===== src/rtl/bcd_score_counter.sv =====
// BCD score counter: press-edge scoring, saturating add/subtract, sync clear.
// Define SCORE_BEST_EN to build the high-score (best) register.
module bcd_score_counter #(
    parameter int DIGITS  = 4,
    parameter int STEP_M3 = 5
) (
    input  logic                clk,
    input  logic                rst_n,
    input  logic                state,
    input  logic [1:0]          key,
    input  logic [1:0]          mode,
    input  logic                clr,
    output logic [4*DIGITS-1:0] score,
    output logic                sat_max,
    output logic                sat_zero,
    output logic                upd,
    output logic [4*DIGITS-1:0] best
);
    localparam int W = 4*DIGITS;

    logic [1:0]   r_key_prev;
    logic         r_armed;
    logic [W-1:0] r_score;
    logic         r_upd;

    logic         w_event;
    logic [3:0]   w_step;
    logic [W-1:0] w_all9;
    logic [W-1:0] w_sum;
    logic [W-1:0] w_diff;
    logic         w_carry;
    logic         w_borrow;
    logic [W-1:0] w_next;

    // r_armed blocks a key that was already held when reset released
    assign w_event = r_armed & ~key[1] & r_key_prev[1];

    always_comb begin
        w_step = 4'd1;
        unique case (mode)
            2'd0: w_step = 4'd1;
            2'd1: w_step = 4'd2;
            2'd2: w_step = 4'd3;
            2'd3: w_step = 4'(STEP_M3);
        endcase
    end

    always_comb begin
        w_all9 = '0;
        for (int i = 0; i < DIGITS; i++) begin
            w_all9[4*i +: 4] = 4'd9;
        end
    end

    always_comb begin
        logic [4:0] v_t;
        logic [3:0] v_c;
        v_t   = '0;
        v_c   = w_step;
        w_sum = '0;
        for (int i = 0; i < DIGITS; i++) begin
            v_t = {1'b0, r_score[4*i +: 4]} + {1'b0, v_c};
            if (v_t > 5'd9) begin
                w_sum[4*i +: 4] = 4'(v_t - 5'd10);
                v_c = 4'd1;
            end else begin
                w_sum[4*i +: 4] = v_t[3:0];
                v_c = 4'd0;
            end
        end
        w_carry = (v_c != 4'd0);
    end

    always_comb begin
        logic [3:0] v_d;
        logic [3:0] v_b;
        v_d    = '0;
        v_b    = w_step;
        w_diff = '0;
        for (int i = 0; i < DIGITS; i++) begin
            v_d = r_score[4*i +: 4];
            if (v_d < v_b) begin
                w_diff[4*i +: 4] = 4'({1'b0, v_d} + 5'd10 - {1'b0, v_b});
                v_b = 4'd1;
            end else begin
                w_diff[4*i +: 4] = v_d - v_b;
                v_b = 4'd0;
            end
        end
        w_borrow = (v_b != 4'd0);
    end

    always_comb begin
        w_next = r_score;
        if (clr) begin
            w_next = '0;
        end else if (w_event && state) begin
            if (key[0]) begin
                w_next = w_carry ? w_all9 : w_sum;
            end else begin
                w_next = w_borrow ? '0 : w_diff;
            end
        end
    end

    always_ff @(posedge clk or negedge rst_n) begin
        if (!rst_n) begin
            r_key_prev <= 2'd2;
            r_armed    <= 1'b0;
            r_score    <= '0;
            r_upd      <= 1'b0;
        end else begin
            r_key_prev <= key;
            r_armed    <= r_armed | key[1];
            r_score    <= w_next;
            r_upd      <= (w_next != r_score);
        end
    end

    assign score    = r_score;
    assign upd      = r_upd;
    assign sat_max  = (r_score == w_all9);
    assign sat_zero = (r_score == '0);

`ifdef SCORE_BEST_EN
    logic [W-1:0] r_best;

    // BCD order matches binary order, so a plain compare finds the max
    always_ff @(posedge clk or negedge rst_n) begin
        if (!rst_n) begin
            r_best <= '0;
        end else if (w_next > r_best) begin
            r_best <= w_next;
        end
    end

    assign best = r_best;
`else
    assign best = '0;
`endif

endmodule


===== config.mk =====
export PLATFORM = sky130hd
export DESIGN_NAME = bcd_score_counter
export DESIGN_NICKNAME = d
export VERILOG_FILES = /design/src/rtl/bcd_score_counter.sv
export SDC_FILE = /design/constraint.sdc
export NUM_CORES = 1
export LEC_CHECK = 0
export CORE_MARGIN = 5
export CORE_UTILIZATION = 45
export DETAILED_ROUTE_END_ITERATION = 6
export DONT_BUFFER_PORTS = 1
export SLEW_MARGIN = 20
export SYNTH_ARGS = -nofsm -noshare
export SYNTH_HDL_FRONTEND = slang
export SYNTH_SLANG_ARGS = --single-unit

===== constraint.sdc =====
create_clock -name clk -period 13.64 [get_ports clk]
set_input_delay 2.728 -clock clk [delete_from_list [all_inputs] [get_ports clk]]
set_output_delay 2.728 -clock clk [all_outputs]
set_load 0.01 [all_outputs]

## Yosys cells after proc, flatten, opt, wreduce, memory -nomap -nowiden

Cells that the tools add are included.

- Register bits after elaboration: 20
- Input port bits: 8
- Output and inout port bits: 35
- Logic and storage cells: 68

- Add/subtract/negate cells: 20
- Order comparisons: 8
- Equal/unequal tests: 5
- Mux-type cells: 22
- Bitwise operators: 4
- Reduce and logical (&&, ||, !) cells: 5

Operator list:

| kind | number |
|---|---|
| $mux W16 | 5 |
| $mux W4 | 8 |
| $sub A4 B4 Y4 | 8 |
| $gt A5 B4 Y1 const B | 4 |
| $add A4 B4 Y4 const B | 4 |
| $eq A16 B16 Y1 const B | 1 |
| $logic_not A16 Y1 | 1 |
| $lt A4 B4 Y1 | 4 |
| $ne A16 B16 Y1 | 1 |
| $pmux W4 S4 | 1 |
| $sub A4 B4 Y4 const B | 4 |
| $add A4 B1 Y5 | 3 |
| $mux W1 | 8 |
| $reduce_bool A4 Y1 | 2 |
| $add A4 B4 Y5 | 1 |
| $eq A2 B2 Y1 const B | 2 |
| $and A1 B1 Y1 | 2 |
| $eq A2 B1 Y1 const B | 1 |
| $logic_not A2 Y1 | 1 |
| $logic_and A1 B1 Y1 | 1 |
| $not A1 Y1 | 1 |
| $or A1 B1 Y1 | 1 |

## Logic depth before layout (Yosys ltp)

- Depth in word-level cells: 20
- Mapped depth: 30
- Gate-level depth less buffers: 29

## Least setup slack after synthesis

OpenSTA, ideal clock, no wires.

- Path kind: in2reg
- From: input mode[1]
- To: register r_upd, in the netlist upd
- Library setup time: 0.138 ns
- Arrival: 8.517 ns
- Data required time: 13.502 ns
- Path slack: 4.985 ns
- Stages on the path: 29
- Cell sequence: inv_1 > ha_1 > ha_1 > inv_1 > ha_1 > o21a_1 > nor2_1 > a21oi_1 > or2_2 > ha_1 > ha_1 > nand4b_1 > o31ai_1 > a211o_1 > ha_1 > ha_1 > o211ai_1 > o21ai_1 > ha_1 > ha_1 > o21ai_0 > nand3_1 > and3_1 > buf_6 > a2111o_1 > a21oi_2 > o2111ai_1 > nor4_1 > nand4_1

- Longest elaborated chain between the ends: 20
- Elaborated cells between the ends (all ways): 53
- Those cells by class: 16 x add/sub; 8 x order compare; 4 x eq/ne; 22 x mux; 3 x reduce/logical

RTL lines:

| what | RTL line | text |
|---|---|---|
| start, declared | 11 | `input logic [1:0] mode,` |
| $eq A2 B2 Y1 (tied with other cells) | 40 | `unique case (mode)` |
| $pmux W4 S4 (*) | 40 |  |
| $add A4 B4 Y5 | 62 | `v_t = {1'b0, r_score[4*i +: 4]} + {1'b0, v_c};` |
| $gt A5 B4 Y1 | 63 | `if (v_t > 5'd9) begin` |
| $mux W1 | 63 |  |
| $add A4 B1 Y5 | 62 |  |
| $gt A5 B4 Y1 | 63 |  |
| $mux W1 | 63 |  |
| [... 4 more ...] | -- |  |
| $gt A5 B4 Y1 | 63 |  |
| $mux W1 | 63 |  |
| $reduce_bool A4 Y1 | 71 | `w_carry = (v_c != 4'd0);` |
| $mux W16 | 99 | `w_next = w_carry ? w_all9 : w_sum;` |
| $mux W16 (*) | 98 | `if (key[0]) begin` |
| $mux W16 (*) | 97 | `end else if (w_event && state) begin` |
| $mux W16 (*) | 95 | `if (clr) begin` |
| $ne A16 B16 Y1 (*) | 116 | `r_upd <= (w_next != r_score);` |
| end signal, assigned | 116 |  |
| end, declared | 24 | `logic r_upd;` |

Every way passes the cells marked *; elsewhere a longest branch is shown, timed or not. The select of a mux whose other input is x is not followed.

## Final worst setup path

Same ends and word-level chain as after synthesis.

==> reports/results.tsv <==
metric	value	unit
num_vias	2975	
clock_latency	0.27	ns
overflow	0	
die_h	92.3	um
crit_fanout	11	
slew_headroom	59.7	%
syn_area_per_cell	7.62	sq um
cts_tree	built	
grt_max_degree	31	
finalSetupViolCount	0	
synth-seq-area-share	15.6	%
fillCellCount	685	
synthCells	400	
dr.pass1.iters	7	
routed_wirelength	8.93	mm
dieWidth	92.3	um
vias_per_cell	6.38	
slew_violations	0	
synth.largest_area_cell	dfrtp_1	
irDropWorstVdd	0.0361	mV
tns	0	ns
cts_sinks	19	
skew	0.00267	ns
ctsHoldBuffers	0	
io_pins	43	
num_rows	30	
leakagePower	0.00125	uW
internal-power	125	uW
netlist_area	0.00305	sq mm
grt_pass1_vias	2768	
cts_buffer_depth	2	
numCtsBuffers	3	
ys.flop_type	dfrtp_1	
areaGrowthSynthToFinish	-0.205	%
final-hold-violation-count	0	
path_common_cell	ha_1	
final_cells	466	
crit_required	13.78	ns
io_buffers	0	
postRouteAntennaNets	0	
avgRoutedWirePerCell	19.2	um
synthArstFlopShare	100	%
grt_util_all_layers	21.1	%
switching_share	44.7	%
whs	0.493	ns
final_cell_mix	ha_1, a21oi_1, inv_1, nor2_1	
diodes	0	
cp.arrival	9.37	ns
post-route-period-util	67.7	%
h-tree-depth	1	
drv_cap	0	
design.core.area	0.00668	sq mm
ys_ff_latch	19	
post-cts-setup-buffer-count	0	
cpPeakStageDelay	0.46	ns
critPathCaptureType	register	
status	finished, final reports clean	
p_comb_share	48.9	%
nNetsFinal	432	
antenna_found_initial	0	
worst_pin_slew	0.605	ns
ys_types	74	
timing.fmax	0.108	GHz
synth-warning-count	0	
drt_iter0_drc	223	
clkTransAtPathRegs	0.09	ns
die_area	0.00852	sq mm
drive_above_1_share	6.74	%
ctsResizeCount	0	
synth_edf_count	0	
dp_hpwl	6.67	mm
power.net_switching	101	uW
gp_congestion	0.945	
p_clk_share	19.6	%
clock-root-buffer	clkbuf_8	
rsz0062_at_grt	false	
synthTopCellsByArea	dfrtp_1, ha_1, a21oi_1, buf_4, o21ai_0	
start_kind	input port	
start_util	45.6	%
yosysTopAreaCellShare	14.8	%
grt_pass1_wl	14.5	mm
cp_slowest_cell	a2111o_1	
final_util	45.5	%
critPathKind	input port to register	
hp-class	register to register	
placed_cells	462	
finalCriticalPeriod	9.23	ns
final_common_cell	ha_1	
power_frac_seq	31.4	%
remaining_drc_errors	0	
p_per_area	74.2	mW/mm^2
power groups by stage:
| stage | Sequential [uW] | Clock (uW) | Combinational [uW] |
|---|---|---|---|
| after global placement | 72.0 | 0 | 107 |
| after floorplan | 66.9 | 0 | 92.8 |
| after detailed placement | 72.1 | 0 | 108 |
| final | 70.9 | 44.3 | 110 |
| after CTS | 70.9 | 45.0 | 109 |
| after global routing | 71.9 | 47.3 | 124 |
synth_stat cells (all sizes together), types with 4 or more instances:
| cell | instances |
|---|---|
| clkbuf | 11 |
| mux2i | 5 |
| a21oi | 33 |
| xnor2 | 12 |
| or2 | 5 |
| o41ai | 4 |
| a211oi | 8 |
| nor4 | 4 |
| o21a | 4 |
| nand2b | 5 |
| ha | 35 |
| dfrtp | 18 |
| and3 | 7 |
| nor2b | 7 |
| inv | 34 |
| a31oi | 6 |
| o211ai | 11 |
| nand4 | 9 |
| nor3 | 12 |
| nor2 | 26 |
| nand2 | 24 |
| nand3 | 9 |
| o21ai | 28 |
| buf | 24 |
| o31ai | 6 |
sequential cells by signal, indices dropped and copies added, names as in the netlist:
| signal | cells |
|---|---|
| score | 16 |
| r_armed | 1 |
| r_key_prev | 1 |
| upd | 1 |
kinds of logic (layout without fill, tap and decap cells):
group	Yosys count	in the layout	synth area share (%)
simple gates	125	125	22.2
flops	19	19	15.6
mux	6	6	2.01
compound gates	129	129	28.7
buf+inv	69	40	11.5
other cells	1	16	0.123
xor+xnor	13	13	3.74
fa+ha+maj	38	38	16.0
critical path, delay by kind of cell:
kind,cells,cell delay (ns)
adder cells (fa/ha/maj),9,2.71
buffers and inverters,2,0.10
AND/OR/NAND/NOR,7,1.57
AO/OA/AOI/OAI,10,2.23
final timing paths:
path                       startpoint  cells past startpoint  slack [ns]            end
hold reg to reg               r_armed                      1        0.49        r_armed
max in group asynchronous       rst_n                      0       11.33  r_key_prev[1]
setup reg to reg             score[1]                     26        6.61            upd
setup / recovery              mode[1]                     28        4.41            upd
min in group asynchronous       rst_n                      0        2.14      score[15]
hold / removal                r_armed                      1        0.49        r_armed
layer usage:
metal | part of all wire (%) | vias up | track usage (%) | wire [um]
met4 | 2.6 | 0 | 8.42 | 235
li1 | - | 1414 | - | -
met3 | 8.0 | 21 | 3.98 | 719
met5 | 0 | - | 0 | 0
met1 | 44 | 1385 | 29.3 | 3960
met2 | 45 | 155 | 32.1 | 4020
area by class of cell:
| type | instances | area, sq um | area share, % |
|---|---|---|---|
| Tap cell | 80 | 100 | 3.29 |
| Timing Repair Buffer | 2 | 15.0 | 0.494 |
| Sequential cell | 19 | 477 | 15.7 |
| Clock buffer | 3 | 41.3 | 1.36 |
| Clock inverter | 1 | 5.00 | 0.165 |
| Inverter | 34 | 128 | 4.20 |
| Multi-Input combinational cell | 327 | 2280 | 74.8 |
stage by stage:
step,area (sq um),power (uW),setup slack [ns]
2_1_floorplan,3100,160,4.98
3_3_place_gp,3000,179,4.54
3_5_place_dp,3000,180,4.26
4_1_cts,3040,225,4.53
5_1_grt,3040,243,3.87
6_report,3040,226,4.41
Power figures use the tool's default switching activity.
